## config.mk

```make
export PLATFORM = sky130hd
export DESIGN_NAME = hazard_stall_ctrl
export DESIGN_NICKNAME = d
export VERILOG_FILES = /design/src/rtl/hazard_stall_ctrl.sv
export SDC_FILE = /design/constraint.sdc
export NUM_CORES = 1
export LEC_CHECK = 0
export CAP_MARGIN = 20
export CORE_ASPECT_RATIO = 0.5
export CORE_MARGIN = 2
export CORE_UTILIZATION = 45
export CTS_CLUSTER_DIAMETER = 120
export DETAILED_ROUTE_END_ITERATION = 7
export GPL_TIMING_DRIVEN = 0
export PLACE_DENSITY = 0.72
export SYNTH_ARGS = -nofsm -noshare
export SYNTH_HDL_FRONTEND = slang
export SYNTH_SLANG_ARGS = --single-unit
```

## constraint.sdc

```tcl
create_clock -name clk -period 2.3 [get_ports clk]
set_clock_uncertainty 0.2 [all_clocks]
set_input_delay 0.345 -clock clk [delete_from_list [all_inputs] [get_ports clk]]
set_output_delay 0.345 -clock clk [all_outputs]
set_load 0.005 [all_outputs]
```

## src/rtl/hazard_stall_ctrl.sv

```systemverilog
`default_nettype none
// ============================================================================
// Module   : hazard_stall_ctrl
// Brief    : Pipeline sequencing controller for the 5-stage MIPS core.
//            Inserts load-use bubbles, flushes IF/ID on taken branches and
//            freezes the pipeline while data memory is busy. Keeps saturating
//            stall/flush counters and a sticky memory-timeout error.
// Revision : 1.0 - initial release
// ============================================================================
module hazard_stall_ctrl #(
    parameter int CNT_W    = 16,
    parameter int MAX_WAIT = 15
) (
    input  logic             clk,
    input  logic             rst,
    input  logic [4:0]       IfIdRs,
    input  logic [4:0]       IfIdRt,
    input  logic             IfIdUsesRt,
    input  logic             IdExMemRead,
    input  logic [4:0]       IdExRt,
    input  logic             BranchTaken,
    input  logic             DMemBusy,
    output logic             PcWrite,
    output logic             IfIdWrite,
    output logic             IdExBubble,
    output logic             IfIdFlush,
    output logic             PipeFreeze,
    output logic [CNT_W-1:0] StallCount,
    output logic [CNT_W-1:0] FlushCount,
    output logic             MemTimeout
);

    localparam logic [1:0] S_RUN    = 2'd0;
    localparam logic [1:0] S_FREEZE = 2'd1;
    localparam logic [1:0] S_ERROR  = 2'd2;

    localparam logic [7:0] C_MAX_WAIT = 8'(MAX_WAIT);

    logic [1:0]       r_state;
    logic [1:0]       w_stateNext;
    logic [7:0]       r_waitCnt;
    logic [7:0]       w_waitNext;
    logic             w_loadUse;
    logic             w_stallInc;
    logic             w_flushInc;
    logic             w_timeoutSet;
    logic [CNT_W-1:0] r_stallCount;
    logic [CNT_W-1:0] r_flushCount;
    logic             r_memTimeout;

    // Load-use hazard: the load's destination feeds a source of the ID instruction
    assign w_loadUse = IdExMemRead && (IdExRt != 5'd0) &&
                       ((IdExRt == IfIdRs) || (IfIdUsesRt && (IdExRt == IfIdRt)));

    // Priority resolution: enables, next state, wait counter and counter events
    always_comb begin
        PcWrite      = 1'b1;
        IfIdWrite    = 1'b1;
        IdExBubble   = 1'b0;
        IfIdFlush    = 1'b0;
        PipeFreeze   = 1'b0;
        w_stateNext  = r_state;
        w_waitNext   = r_waitCnt;
        w_stallInc   = 1'b0;
        w_flushInc   = 1'b0;
        w_timeoutSet = 1'b0;

        if (rst) begin
            // Held reset: PC and IF/ID closed, a nop sits in both ID/EX and IF/ID
            PcWrite    = 1'b0;
            IfIdWrite  = 1'b0;
            IdExBubble = 1'b1;
            IfIdFlush  = 1'b1;
        end else if (r_state == S_ERROR || r_state == 2'd3) begin
            // Error is terminal until reset; the unused encoding behaves the same
            PcWrite     = 1'b0;
            IfIdWrite   = 1'b0;
            PipeFreeze  = 1'b1;
            w_stateNext = S_ERROR;
        end else if (DMemBusy) begin
            // Memory wait overrides branch and load-use; both re-evaluate afterwards
            PcWrite    = 1'b0;
            IfIdWrite  = 1'b0;
            PipeFreeze = 1'b1;
            w_stallInc = 1'b1;
            if (r_state == S_RUN) begin
                w_stateNext = S_FREEZE;
                w_waitNext  = 8'd1;
            end else if (r_waitCnt < C_MAX_WAIT) begin
                w_waitNext = r_waitCnt + 8'd1;
            end else begin
                w_stateNext  = S_ERROR;
                w_timeoutSet = 1'b1;
            end
        end else begin
            w_stateNext = S_RUN;
            w_waitNext  = 8'd0;
            if (w_loadUse) begin
                // Bubble wins over a branch; the branch re-resolves next cycle
                PcWrite    = 1'b0;
                IfIdWrite  = 1'b0;
                IdExBubble = 1'b1;
                w_stallInc = 1'b1;
            end else if (BranchTaken) begin
                IfIdFlush  = 1'b1;
                w_flushInc = 1'b1;
            end
        end
    end

    // State and wait counter registers
    always_ff @(posedge clk or posedge rst) begin
        if (rst) begin
            r_state   <= S_RUN;
            r_waitCnt <= 8'd0;
        end else begin
            r_state   <= w_stateNext;
            r_waitCnt <= w_waitNext;
        end
    end

    // Saturating performance counters and the sticky timeout flag
    always_ff @(posedge clk or posedge rst) begin
        if (rst) begin
            r_stallCount <= '0;
            r_flushCount <= '0;
            r_memTimeout <= 1'b0;
        end else begin
            if (w_stallInc && (r_stallCount != {CNT_W{1'b1}}))
                r_stallCount <= r_stallCount + 1'b1;
            if (w_flushInc && (r_flushCount != {CNT_W{1'b1}}))
                r_flushCount <= r_flushCount + 1'b1;
            if (w_timeoutSet)
                r_memTimeout <= 1'b1;
        end
    end

    assign StallCount = r_stallCount;
    assign FlushCount = r_flushCount;
    assign MemTimeout = r_memTimeout;

endmodule
`default_nettype wire

```

# --- After elaboration in Yosys (flattened, before gate mapping) ---
# Cells that the tools add are included.
word_totals:
  register_bits: 43
  elab_cells: 62
op_classes:
  n_addsub: 3
  magnitude_cmp: 1
  eq_ne: 8
  mux: 32
  n_bitwise: 2
  reduce_logical: 11
ops:
  columns: ["op", "count"]
  rows:
  - ["16-bit by 1-bit adder with 16-bit output (second input constant)", 2]
  - ["16-bit != test (second input constant)", 2]
  - ["1-bit two-way mux", 25]
  - ["8-bit two-way mux", 3]
  - ["5-bit equality test", 2]
  - ["8-bit by 1-bit adder with 8-bit output (second input constant)", 1]
  - ["8-bit by 4-bit less-than comparator with 1-bit output (second input constant)", 1]
  - ["2-bit two-way mux", 4]
  - ["1-bit logical AND", 5]
  - ["5-bit nonzero test", 1]
  - ["2-bit equality test (second input constant)", 2]
  - ["4-bit != test (second input constant)", 1]
  - ["3-bit by 1-bit != test with 1-bit output (second input constant)", 1]
  - ["3-bit AND reduction", 1]
  - ["2-bit logical NOT", 1]
  - ["1-bit logical OR", 2]
  - ["1-bit NOT", 2]
  - ["2-bit AND reduction", 1]

# --- Longest topological paths before layout ---
depth:
  depth_word: 9
  ltp_mapped: 8

# --- Least setup slack after synthesis ---
# OpenSTA, ideal clock, no wires.
synth_path:
  path_kind: "input-to-output"
  start: "input port rst"
  end: "output port IdExBubble"
  arrival_ns: 1.665
  path_slack_ns: 0.090
  stages: 3
  n_path_buf: 1
  path_cell_list: "clkbuf_1 > inv_1 > o31ai_1"
synth_between:
  elab_chain_cells: 1
synth_rtl:
  columns: ["element", "line_no", "rtl"]
  rows:
  - ["from (decl)", "15", "input logic rst,"]
  - ["1-bit two-way mux", "68", "if (rst) begin"]
  - ["to (decl)", "25", "output logic IdExBubble,"]
# No other way between the ends.

# --- Worst setup path in the final report ---
layout_path:
  start: "input port IfIdRs[3]"
  end: "output port IdExBubble"
layout_between:
  elab_chain_cells: 7
layout_rtl:
  columns: ["element", "line_no", "rtl"]
  rows:
  - ["from (decl)", "16", "input logic [4:0] IfIdRs,"]
  - ["5-bit equality test", "53", "((IdExRt == IfIdRs) || (IfIdUsesRt && (IdExRt == IfIdRt)));"]
  - ["1-bit logical OR", "53", null]
  - ["1-bit logical AND", "52", "assign w_loadUse = IdExMemRead && (IdExRt != 5'd0) &&"]
  - ["1-bit two-way mux", "98", "if (w_loadUse) begin"]
  - ["1-bit two-way mux", "80", "end else if (DMemBusy) begin"]
  - ["1-bit two-way mux", "74", "end else if (r_state == S_ERROR || r_state == 2'd3) begin"]
  - ["1-bit two-way mux", "68", null]
# No other way between the ends.

==> impl_metrics.csv <==
group,metric,value,unit
setup_path,r2r_cells,6,
grt,grt_max_degree,25,
clock_tree,clk_pin_slew,0.08,ns
setup_path,path_cells,"clkdlybuf4s50_1 -> xor2_2 -> nor3_4 -> o21ai_4 -> o31ai_1 -> buf_2",
drt,route.antenna.remaining_nets,0,
yosys,yosysUniqueCellTypes,40,
drt,wl_per_cell,14.0,um
sta,rsz0062_at_grt,"true",
die,die_y,54.3,um
setup_path,cp-start-kind,"input port",
sta,finalHoldViolCount,0,
clock_tree,cts_root_buf,"clkbuf_8",
layout,num-nets-final,322,
drt,postRouteWirelength,5180,um
layout,syn2layout_area_growth,38.2,%
yosys,netlist.area_leader.share,47.3,%
grt,grt_pass1_vias,1813,
clock_tree,cts-buffers-inserted,5,
yosys,syn_avg_cell_area,10.1,sq um
setup_path,cp_max_fo,4,
yosys,synth_edf_count,0,
die,start_util,46.5,%
placement,gp_congestion,0.783,
drt,vias,1914,
die,die_area,5670,sq um
clock_tree,cts_sinks,43,
die,io_pins,59,
clock_tree,clk_latency,0.29,ns
clock_tree,h-tree-depth,2,
layout,fin_area,3140,sq um
setup_path,crit_slowest_cell,"clkdlybuf4s50_1",
placement,portBuffers,56,
sta,max_slew_margin,64.6,%
setup_path,arrival,1.73,ns
setup_path,reg2reg_from,"StallCount[5]$_DFFE_PP0P_",
layout,post-route-util,64.3,%
die,rows,18,
pwr,ir_drop,480,uV
drt,drc,0,
yosys,ys_warn_count,0,
run,cap_viol_max_count,0,
layout,drive_gt1_share,16.1,%
sta,hold_slack,0.0148,ns
yosys,synth_most_common_cell,"dfrtp_1",
yosys,synthFlopType,"dfrtp_1",
sta,finalCritPeriodShare,98.8,%
grt,grt_pass1_wl,8260,um
sta,fmax,0.440,GHz
placement,place_ws,-0.913,ns
setup_path,r2r_end,"StallCount[4]$_DFFE_PP0P_",
grt,grt.overflow.total,0,
die,core-area,4890,sq um
die,die_x,105,um
drt,viasPerCell,5.19,
yosys,syn_nets,250,
setup_path,worstSetupPathType,"input port to primary output",
yosys,seq_area_frac_synth,47.3,%
setup_path,slowest_delay,0.44,ns
setup_path,critical_path_required,1.75,ns
pwr,powerDensity,639,nW/um^2
clock_tree,clock_path_buffers,2,
yosys,async_flop_share,100,%
run_status,status,"finished, final reports clean",
sta,slew_violations,0,
setup_path,crit_path_end_kind,"primary output",
yosys,yosysTopAreaCell,"dfrtp_1",
setup_path,reg2reg_slack,0.12,ns
min_path,hold_class,"input port to async pin",
yosys,synth_area,2270,sq um
placement,place_area,2950,sq um
yosys,syn_inst,226,
yosys,synth_area_leaders,"dfrtp_1 47%, xnor2_1 8.9%, xor2_1 5.4%",
clock_tree,cts_tree,"built",
sta,setup_violations,0,
drt,drtPass1Iterations,5,
sta,worst_slack,0.0287,ns
drt,drtIter0Drc,82,
layout,antenna_cells,0,
yosys,synth_commonest_cells,"43 x dfrtp_1, 23 x xnor2_1, 21 x nand3_1",
sta,tightest_slew,0.531,ns
placement,place.detailed.hpwl,3670,um
grt,antenna_found_initial,0,
sta,finalSetupTns,0,ns
grt,grtUsageTotal,18.4,%
yosys,synth-seq-cells,43,
pwr,p_leak,0.00133,uW
sta,finalCriticalPeriod,2.27,ns
[logic make-up (layout without fill, tap and decap cells)]
family          after synthesis  after routing  share of synthesized area (%)
simple gates                104            104                           25.6
flops                        43             43                           47.3
xor+xnor                     37             37                           14.2
compound gates               20             20                           6.00
buf+inv                      16             89                           3.52
fa+ha+maj                     3              3                           1.65
mux                           3              3                           1.65
[what timing repair did]
item	in CTS	in global routing
setup endpoints to repair	7	18
hold buffers	0	0
pin swaps	12	5
cloned	0	1
gates resized for setup	52	11
setup buffers	6	3
[worst max-delay path by stage]
stage | start | to | slack (ns) | depth (start not counted)
after floorplan | rst | IdExBubble | 0.09 | 3
after detailed placement | IdExRt[1] | PcWrite | -0.91 | 8
final | IfIdRs[3] | IdExBubble | 0.03 | 6
after global placement | IdExRt[1] | PcWrite | -0.92 | 8
after global routing | IfIdRs[3] | IdExBubble | -0.02 | 6
after CTS | IfIdRt[2] | IdExBubble | 0.006 | 8
[metrics by stage]
stage,std cells,total power (uW)
5_1_grt,369,2140
4_1_cts,367,2000
6_report,369,2010
3_3_place_gp,352,1440
3_5_place_dp,353,1460
2_1_floorplan,226,1170
[power by group]
| group | total [uW] | leakage, uW | switching (uW) | internal (uW) |
|---|---|---|---|---|
| clock | 523 | 0.0000515 | 249 | 274 |
| sequential | 973 | 0.000574 | 122 | 851 |
| combinational | 512 | 0.000703 | 193 | 319 |
[layout make-up]
cell class              instances  area (sq um)
well taps                      70          87.6
repair buffers                 67           617
fillers                       409          1740
inverters                       7          26.3
clock buffers                   8           100
plain buffers                   7          45.0
multi-input cells             167          1190
flip-flops and latches         43          1080
[cells in the final DEF (no fill, tap or decap), types with 5 or more instances in the layout]
master | netlist | final
buf_2 | 1 | 9
dfrtp_1 | 43 | 43
nor2_1 | 12 | 12
clkdlybuf4s50_1 | 0 | 39
and3_1 | 7 | 6
nand4_1 | 8 | 8
clkbuf_1 | 5 | 5
xnor2_1 | 23 | 23
xor2_1 | 14 | 12
nor4_1 | 7 | 6
clkbuf_8 | 0 | 7
inv_1 | 7 | 6
buf_4 | 1 | 10
nand3_1 | 21 | 21
nand2_1 | 18 | 18
o21ai_0 | 5 | 5
[registers in the layout (all words and copies together), names as in the netlist]
register and count:
FlushCount 16, r_waitCnt 8, MemTimeout 1, StallCount 16, r_state 2
[per-layer routing]
| metal | GRT usage [%] | vias up | wire length [um] | part of all wire (%) |
|---|---|---|---|---|
| met4 | 5.86 | 0 | 35 | 0.68 |
| li1 | - | 941 | - | - |
| met2 | 31.9 | 47 | 2640 | 51 |
| met3 | 4.40 | 4 | 209 | 4.0 |
| met5 | 0 | - | 0 | 0 |
| met1 | 23.6 | 922 | 2300 | 44 |
[critical path, delay by kind of cell]
kind                      cells  cell delay [ns]
buffers and inverters         2             0.60
AOI/OAI and AO/OA             2             0.35
and+or+nand+nor               1             0.25
xor gates and xnor gates      1             0.17
No activity file was read; power rests on OpenSTA's default activity.
